[config.mk]
export PLATFORM = sky130hd
export DESIGN_NAME = lsu_mem_stage
export DESIGN_NICKNAME = d
export VERILOG_FILES = /design/src/rtl/lsu_mem_stage.sv
export SDC_FILE = /design/constraint.sdc
export NUM_CORES = 1
export LEC_CHECK = 0
export ABC_AREA = 1
export CAP_MARGIN = 20
export CORE_UTILIZATION = 48
export CTS_CLUSTER_DIAMETER = 150
export DETAILED_ROUTE_END_ITERATION = 7
export PLACE_DENSITY = 0.86
export SETUP_SLACK_MARGIN = 0.1
export SYNTH_ARGS = -nofsm -noshare
export SYNTH_HDL_FRONTEND = slang
export SYNTH_SLANG_ARGS = --single-unit
[constraint.sdc]
create_clock -name clk -period 3.3 [get_ports clk]
set_input_delay 0.495 -clock clk [delete_from_list [all_inputs] [get_ports clk]]
set_output_delay 0.495 -clock clk [all_outputs]
set_load 0.05 [all_outputs]
[src/rtl/lsu_mem_stage.sv]
// lsu_mem_stage: MEM-stage load/store unit with byte lanes, load extension, wait states, flush and bus timeout.
module lsu_mem_stage #(
  parameter int ADDR_W  = 32,
  parameter int TIMEOUT = 15,
  parameter int TO_W    = 4
) (
  input  logic              clk,
  input  logic              rst_n,
  input  logic              read_mem_i,
  input  logic              write_mem_i,
  input  logic [2:0]        funct3_i,
  input  logic [ADDR_W-1:0] result_i,
  input  logic [31:0]       store_data_i,
  input  logic              flush_i,
  input  logic              ready_i,
  input  logic [31:0]       rdata_i,
  output logic              ce_o,
  output logic              we_o,
  output logic [3:0]        be_o,
  output logic [ADDR_W-1:0] data_addr_o,
  output logic [31:0]       wdata_o,
  output logic [31:0]       load_data_o,
  output logic              done_o,
  output logic              stall_o,
  output logic              misalign_o,
  output logic              bus_err_o
);
  typedef enum logic [1:0] {IDLE, BUS, DONE} state_e;
  state_e            state_q, state_d;
  logic              ce_q, ce_d, we_q, we_d, done_q, done_d, mis_q, mis_d, err_q, err_d;
  logic [3:0]        be_q, be_d;
  logic [ADDR_W-1:0] addr_q, addr_d;
  logic [31:0]       wdata_q, wdata_d, ld_q, ld_d;
  logic [TO_W-1:0]   timer_q, timer_d;
  logic [1:0]        a_q, a_d;
  logic [2:0]        f3_q, f3_d;
  logic              req, mis, to_hit;
  logic [1:0]        a, sz;
  logic [3:0]        be_req;
  logic [31:0]       wd_req, sh, ld_ext;
  assign req    = read_mem_i | write_mem_i;
  assign a      = result_i[1:0];
  assign sz     = funct3_i[1:0];
  // size code 3 falls into the word case via sz[1]
  assign mis    = (sz == 2'd1 && a[0]) || (sz[1] && a != 2'd0);
  assign be_req = sz == 2'd0 ? 4'b0001 << a : sz == 2'd1 ? 4'b0011 << a : 4'hf;
  assign wd_req = sz == 2'd0 ? {4{store_data_i[7:0]}} : sz == 2'd1 ? {2{store_data_i[15:0]}} : store_data_i;
  assign sh     = rdata_i >> {a_q, 3'b000};
  assign ld_ext = f3_q[1:0] == 2'd0 ? {{24{~f3_q[2] & sh[7]}}, sh[7:0]} :
                  f3_q[1:0] == 2'd1 ? {{16{~f3_q[2] & sh[15]}}, sh[15:0]} : sh;
  assign to_hit = TIMEOUT != 0 && timer_q == TO_W'(TIMEOUT - 1);
  assign stall_o = (state_q == IDLE && req && !flush_i) || state_q == BUS;
  always_comb begin
    state_d = state_q;
    ce_d    = ce_q;
    we_d    = we_q;
    be_d    = be_q;
    addr_d  = addr_q;
    wdata_d = wdata_q;
    ld_d    = ld_q;
    timer_d = timer_q;
    a_d     = a_q;
    f3_d    = f3_q;
    done_d  = 1'b0;
    mis_d   = 1'b0;
    err_d   = 1'b0;
    case (state_q)
      IDLE: if (req && !flush_i) begin
        if (mis) begin
          state_d = DONE;
          done_d  = 1'b1;
          mis_d   = 1'b1;
        end else begin
          state_d = BUS;
          ce_d    = 1'b1;
          we_d    = !read_mem_i;
          be_d    = be_req;
          addr_d  = {result_i[ADDR_W-1:2], 2'b00};
          wdata_d = read_mem_i ? 32'h0 : wd_req;
          timer_d = '0;
          a_d     = a;
          f3_d    = funct3_i;
        end
      end
      BUS: begin
        if (flush_i || ready_i || to_hit) begin
          state_d = flush_i ? IDLE : DONE;
          ce_d    = 1'b0;
          we_d    = 1'b0;
          be_d    = '0;
          addr_d  = '0;
          wdata_d = '0;
          done_d  = !flush_i;
          err_d   = !flush_i && !ready_i;
          ld_d    = !flush_i && ready_i && !we_q ? ld_ext : ld_q;
        end else begin
          timer_d = timer_q + 1'b1;
        end
      end
      DONE: state_d = IDLE;
      default: state_d = IDLE;
    endcase
  end
  always_ff @(posedge clk or negedge rst_n) begin
    if (!rst_n) begin
      state_q <= IDLE;
      ce_q    <= 1'b0;
      we_q    <= 1'b0;
      be_q    <= '0;
      addr_q  <= '0;
      wdata_q <= '0;
      ld_q    <= '0;
      timer_q <= '0;
      a_q     <= '0;
      f3_q    <= '0;
      done_q  <= 1'b0;
      mis_q   <= 1'b0;
      err_q   <= 1'b0;
    end else begin
      state_q <= state_d;
      ce_q    <= ce_d;
      we_q    <= we_d;
      be_q    <= be_d;
      addr_q  <= addr_d;
      wdata_q <= wdata_d;
      ld_q    <= ld_d;
      timer_q <= timer_d;
      a_q     <= a_d;
      f3_q    <= f3_d;
      done_q  <= done_d;
      mis_q   <= mis_d;
      err_q   <= err_d;
    end
  end
  assign ce_o        = ce_q;
  assign we_o        = we_q;
  assign be_o        = be_q;
  assign data_addr_o = addr_q;
  assign wdata_o     = wdata_q;
  assign load_data_o = ld_q;
  assign done_o      = done_q;
  assign misalign_o  = mis_q;
  assign bus_err_o   = err_q;
endmodule

Word level (Yosys, flattened, before mapping). Cells that the tools add are included.

Register bits after elaboration: 116. Output and inout port bits: 106. Logic and storage cells: 97.

Add/subtract/negate cells: 1. Equality and inequality tests: 8. Shift-type cells: 3. Muxes and demuxes: 41. Bitwise gates (word level): 5. Reductions and logical operators: 26.

Operators by type and width (count): 32-bit two-way mux (10); 32-bit one-hot mux with 2 select lines (2); 4-bit two-way mux (8); 32-bit by 5-bit right shift with 32-bit output (1); 4-bit one-hot mux with 2 select lines (2); 1-bit two-way mux (11); 1-bit logical AND (8); 2-bit two-way mux (4); 4-bit AND reduction (2); 2-bit by 1-bit == test with 1-bit output, second input constant (3); 2-bit zero test (3); 1-bit one-hot mux with 2 select lines (3); 3-bit AND reduction (2); 4-bit by 1-bit adder with 4-bit output, second input constant (1); 4-bit == test, second input constant (1); 1-bit zero test (4); 1-bit logical OR (4); 2-bit by 1-bit != test with 1-bit output, second input constant (2); 2-bit != test, second input constant (2); 2-bit one-hot mux with 2 select lines (1); 2-bit nonzero test (2); 1-bit by 2-bit left shift with 4-bit output, first input constant (1); 2-bit by 2-bit left shift with 4-bit output, first input constant (1); 1-bit bitwise AND (2); 3 further kinds (4).

Longest topological paths before layout. Gate-level depths: netlist of run 1.

Depth after elaboration: 7. Gate-level depth with buffers: 11. Gate-level depth less buffers: 10.

Worst setup path after synthesis of run 1. No wires, ideal clock.

Path kind: input to register. Start: in read_mem_i. End: reg addr_q[17], in the netlist data_addr_o[17]. Data arrival time: 1.656 ns. Required time: 3.181 ns. Setup slack: 1.525 ns. Stages: 9. Buffers on the path: 2. Cell sequence: nor2_1 > nor2_1 > nand2_1 > nand2_1 > nand3_2 > buf_6 > buf_6 > nand2_1 > nand2_1.

Word-level cells in the longest chain between the ends: 4.

Ends and longest elaborated chain: start, declared (RTL line 9) `input logic read_mem_i,`; 1-bit OR (RTL line 41) `assign req = read_mem_i | write_mem_i;`; 1-bit logical AND (RTL line 68) `IDLE: if (req && !flush_i) begin`; 2-bit by 1-bit != test with 1-bit output (no line); 4-bit AND reduction (no line); end signal, assigned (RTL line 124) `addr_q <= addr_d;`; end, declared (RTL line 32) `logic [ADDR_W-1:0] addr_q, addr_d;`.

Every way passes these cells. A chain may end at the register's enable or synchronous reset.

Worst setup path in the final report of run 1.
Start: in read_mem_i. End: out stall_o.

Word-level cells in the longest chain between the ends: 4.

Ends and longest elaborated chain: 1-bit OR (RTL line 41); 1-bit logical AND (2 in series) (RTL line 52) `assign stall_o = (state_q == IDLE && req && !flush_i) || state_q == BUS;`; 1-bit logical OR (RTL line 52); end, declared (RTL line 24) `output logic stall_o,`.

Every way passes these cells.

==> results of run 1 <==
[registers in the layout (all words and copies together), names as in the netlist]
| signal | count |
|---|---|
| timer_q | 4 |
| state_q | 2 |
| f3_q | 3 |
| ce_o | 1 |
| bus_err_o | 1 |
| data_addr_o | 30 |
| misalign_o | 1 |
| load_data_o | 32 |
| wdata_o | 32 |
| a_q | 2 |
| we_o | 1 |
| done_o | 1 |
| be_o | 4 |
[power breakdown]
part	internal [mW]	switching [mW]	total [mW]
combinational	1.18	2.49	3.66
clock	1.34	0.641	1.98
sequential	1.85	0.285	2.13
[cells in the mapped netlist (all sizes together)]
cell type / n
o22ai: 3
ha: 6
dfrtp: 114
nor3: 2
buf: 34
nand2: 356
xor2: 1
nor2: 37
clkbuf: 7
inv: 36
o21ai: 27
xnor2: 1
o31ai: 1
nand3: 82
conb: 1
a21oi: 27
o21a: 1
[area by class of cell]
class                           count  area [um2]  area share
Inverter                           36       135.1     0.01623
Tap cell                          140       175.2     0.02104
Timing Repair Buffer              218        2192      0.2633
Clock inverter                     13       209.0     0.02509
Clock buffer                       19       432.9     0.05199
Sequential cell                   114        2853      0.3426
Multi-Input combinational cell    546        2330      0.2798
[cell families after synthesis]
group,count (synthesis),share of synthesized area
AOI/OAI and AO/OA,59,0.05501
other,1,0.0006785
xor gates and xnor gates,2,0.003170
and+or+nand+nor,477,0.3471
DFF,114,0.5162
adders and majority gates,6,0.01358
buffers and inverters,77,0.06430
[through the flow]
step           area [um2]  instances  power, mW  hold WS [ns]
6_report             8327       1086      7.777        0.2290
2_1_floorplan        5530        737      4.505        0.1994
3_3_place_gp         7685       1054      5.735        0.4527
4_1_cts              8327       1086      7.805        0.2800
5_1_grt              8327       1086      8.172        0.3043
3_5_place_dp         7685       1054      5.796        0.4575
[routing by layer]
metal	share of wire	GRT usage	routed length (um)
met1	0.40	0.3510	6338
met2	0.48	0.4367	7682
met3	0.085	0.07469	1354
met4	0.033	0.1295	529
met5	0	0	0
[worst max-delay path: stages]
cell	delay, ns
clkdlybuf4s50_1	0.50
nor2_1	0.07
nor2_1	0.12
nand2_1	0.13
nand2_1	0.12
clkdlybuf4s50_1	0.81
[worst max-delay path by stage]
stage,end,cells past startpoint,slack [ns]
2_1_floorplan,data_addr_o[17]$_DFFE_PN0P_,9,1.52
3_3_place_gp,stall_o,6,0.60
3_5_place_dp,stall_o,6,0.57
4_1_cts,stall_o,6,0.56
5_1_grt,stall_o,6,0.48
6_report,stall_o,6,0.57
==> reports/results.ini, run 1 <==
[run_status]
outcome = completed

[logic_synthesis]
ys_ff_latch = 114
netlist_area_um2 = 5527
ys_top_cells_by_area = dfrtp_1, nand2_1, nand3_1
yosysWarnings = 0
yosysSeqAreaShare = 0.5162
ys_types = 26
avgSynthCellArea_um2 = 7.509
yosysTopAreaCell = dfrtp_1
synthCells = 736
synth.top_cell.area_share = 0.5162

[global_routing]
grt_pass1_vias = 5362
antenna_found_initial = 0
grt_usage = 0.2753
grt_max_degree = 74
grt_pass1_wl_um = 25270
gr-total-overflow = 0

[clock_tree]
clock_latency_ns = 0.40
cts-htree-levels = 4
holdBufCountCts = 0
clock-sinks = 114
cts_max_path_buffers = 2
postCtsSetupBuffers = 0
clkTransAtPathRegs_ns = 0.05
cts_tree = built
cts.repair.resized = 0
cts_root_buf = clkbuf_16
cts_made_buffers = 17

[route]
avgRoutedWirePerCell_um = 14.64
detail-route-antenna-nets = 0
drt_iter0_drc = 380
num_vias = 5592
routed_wl_um = 15900
drt_pass1_iterations = 5
viasPerCell = 5.149
remaining_drc_errors = 0

[floorplan]
io_pins = 211
die_x_um = 109.3
initial_utilization = 0.5010
fp.coreArea_um2 = 11030
fp-row-count = 38
dieHeight_um = 109.3
dieArea_um2 = 11950

[place]
gp_congestion = 0.8622
portBuffers = 208
dp_hpwl_um = 10880
pre_cts_slack_ns = 0.5652

[timing]
drv_slew = 0
fin_crit_sh = 0.8261
finalSetupTns_ns = 0
setup_viol = 0
hold_violations = 0
relSlewSlack = 0.3700
min_period_ns = 2.726
worst_slew_pin_slew_ns = 0.9450
fin_ws_ns = 0.5739
fmax_ghz = 0.3668
clock_skew_ns = 0.01343
rsz0062_at_grt = false

[worst_setup_path]
startpoint = read_mem_i
critPathRequiredTime_ns = 2.80
cp_max_fo = 3
cp_data_arrival_time_ns = 2.23
rrSetupSlack_ns = 1.17
path_class = primary input to output pin
endpoint_kind = output pin
cp-start-kind = primary input
r2r-end = load_data_o[17]$_DFFE_PN0P_
crit-reg2reg-launch = a_q[0]$_DFFE_PN0P_
reg2regPathDepth = 9

[final_layout]
drive_gt1_frac = 0.05180
syn_to_final_growth_pct = 50.67
antenna_cells = 0
layout_common_cells = nand2_1, clkdlybuf4s50_1, dfrtp_1, nand3_1
fin_util = 0.7549
fillers = 815
layout.nets = 1044
mostFrequentLayoutCell = nand2_1

[power_and_ir_drop]
ir_drop_mv = 0.7536
pwr_density_cell_nw_per_um2 = 934.0
p_leak_nw = 4.158

[run]
drv_cap = 0

[hold_path]
hold_class = primary input to async pin

No activity file was read; power rests on OpenSTA's default activity.
==> inputs of run 2 (changes only) <==
- CORE_UTILIZATION: 48 -> 40
- PLACE_DENSITY: 0.86 -> 0.77
- clock period: 3.3 -> 2.3 ns (I/O delays scaled with it)
==> reports/results.ini, run 2 (synthesis results as in run 1) <==
[timing]
finalSetupTns_ns = 0
rsz0062_at_grt = false
fin_ws_ns = 0.3375
fin_hold_ws_ns = 0.01100
relSlewSlack = 0.5841
clock_skew_ns = 0.007635
fmax_ghz = 0.5096
drv_slew = 0
min_period_ns = 1.962
hold_violations = 0
setup_viol = 0
fin_crit_sh = 0.8532
worst_slew_pin_slew_ns = 0.6215

[worst_setup_path]
path_cells = clkdlybuf4s50_1
endpoint_kind = output pin
cp-start-kind = register
worstSetupEndpoint = we_o
path_class = register to output pin
reg2regPathDepth = 7
cp_data_arrival_time_ns = 1.62
path_buf_inv = 1
crit-reg2reg-launch = a_q[1]$_DFFE_PN0P_
cp_max_fo = 3
path_depth = 1
startpoint = we_o$_DFFE_PN0P_
worst_path_max_delay_cell = clkdlybuf4s50_1
rrSetupSlack_ns = 0.52
max_stage_delay_ns = 0.82
r2r-end = load_data_o[9]$_DFFE_PN0P_
cp_top_family = buffers and inverters
critPathRequiredTime_ns = 1.96

[global_routing]
grt_max_degree = 115
grt_pass1_wl_um = 26200
grt_usage = 0.2367
gr-total-overflow = 0
grt_pass1_vias = 5206
antenna_found_initial = 0

[place]
portBuffers = 208
place_area_um2 = 7818
dp_hpwl_um = 11450
pre_cts_slack_ns = 0.06931
gp_congestion = 0.8553
dp_cells = 1097

[power_and_ir_drop]
ir_drop_mv = 0.5969
p_leak_nw = 4.214
p_total_mw = 11.17
pwr_density_cell_nw_per_um2 = 1321

[final_layout]
final_area_um2 = 8457
layout.nets = 1051
layout_common_cells = nand2_1, clkdlybuf4s50_1, dfrtp_1, nand3_1
final_cells = 1129
fillers = 1164
mostFrequentLayoutCell = nand2_1
syn_to_final_growth_pct = 53.02
fin_util = 0.6336
drive_gt1_frac = 0.05981
antenna_cells = 0

[route]
drt_iter0_drc = 395
viasPerCell = 4.842
detail-route-antenna-nets = 0
remaining_drc_errors = 0
drt_pass1_iterations = 5
avgRoutedWirePerCell_um = 14.29
routed_wl_um = 16130
num_vias = 5467

[floorplan]
dieArea_um2 = 14290
fp.coreArea_um2 = 13350
io_pins = 211
dieHeight_um = 119.5
initial_utilization = 0.4140
fp-row-count = 42
die_x_um = 119.5

[clock_tree]
cts_root_buf = clkbuf_16
cts_tree = built
holdBufCountCts = 0
postCtsSetupBuffers = 0
clock_latency_ns = 0.41
cts_made_buffers = 17
cts-htree-levels = 4
clkTransAtPathRegs_ns = 0.05
clock-sinks = 114
cts_max_path_buffers = 2
cts.repair.resized = 0

[run_status]
outcome = completed

[run]
drv_cap = 0

[hold_path]
hold_class = primary input to async pin

==> run 2: cell types whose count changed in the layout (fill, tap and decap cells not counted), sizes merged <==
cell,delta
buf,+8
inv,-1
clkdlybuf4s50,-1
clkinvlp,-2
bufinv,-1
clkbuf,+4
==> run 2: layer usage <==
| layer | vias to the layer above | routed length (um) | global-route usage |
|---|---|---|---|
| met5 | - | 0 | 0 |
| met4 | 0 | 136 | 0.06797 |
| met3 | 11 | 1129 | 0.06654 |
| met2 | 192 | 7912 | 0.3988 |
| met1 | 2544 | 6955 | 0.2956 |
| li1 | 2720 | - | - |
==> run 2: how the worst min path moves through the flow <==
stage / endpoint / start
6_report: data_addr_o[22]$_DFFE_PN0P_ / rst_n
5_1_grt: data_addr_o[22]$_DFFE_PN0P_ / rst_n
4_1_cts: data_addr_o[22]$_DFFE_PN0P_ / rst_n
3_5_place_dp: wdata_o[14]$_DFFE_PN0P_ / wdata_o[14]$_DFFE_PN0P_
3_3_place_gp: data_addr_o[8]$_DFFE_PN0P_ / data_addr_o[8]$_DFFE_PN0P_
2_1_floorplan: a_q[0]$_DFFE_PN0P_ / rst_n
==> run 2: area by class of cell <==
cell class / count / area (um2) / area share
multi-input combinational: 546 / 2330 / 0.2755
inverter: 36 / 135.1 / 0.01598
sequential: 114 / 2853 / 0.3373
timing repair buffer: 225 / 2280 / 0.2696
clock inverter: 9 / 151.4 / 0.01790
tap: 176 / 220.2 / 0.02604
clock buffer: 23 / 488.0 / 0.05770
==> run 2: power breakdown <==
group | switching [mW] | total, mW | internal (mW)
clock network | 0.907 | 2.83 | 1.92
registers | 0.412 | 3.06 | 2.65
logic | 3.55 | 5.28 | 1.72
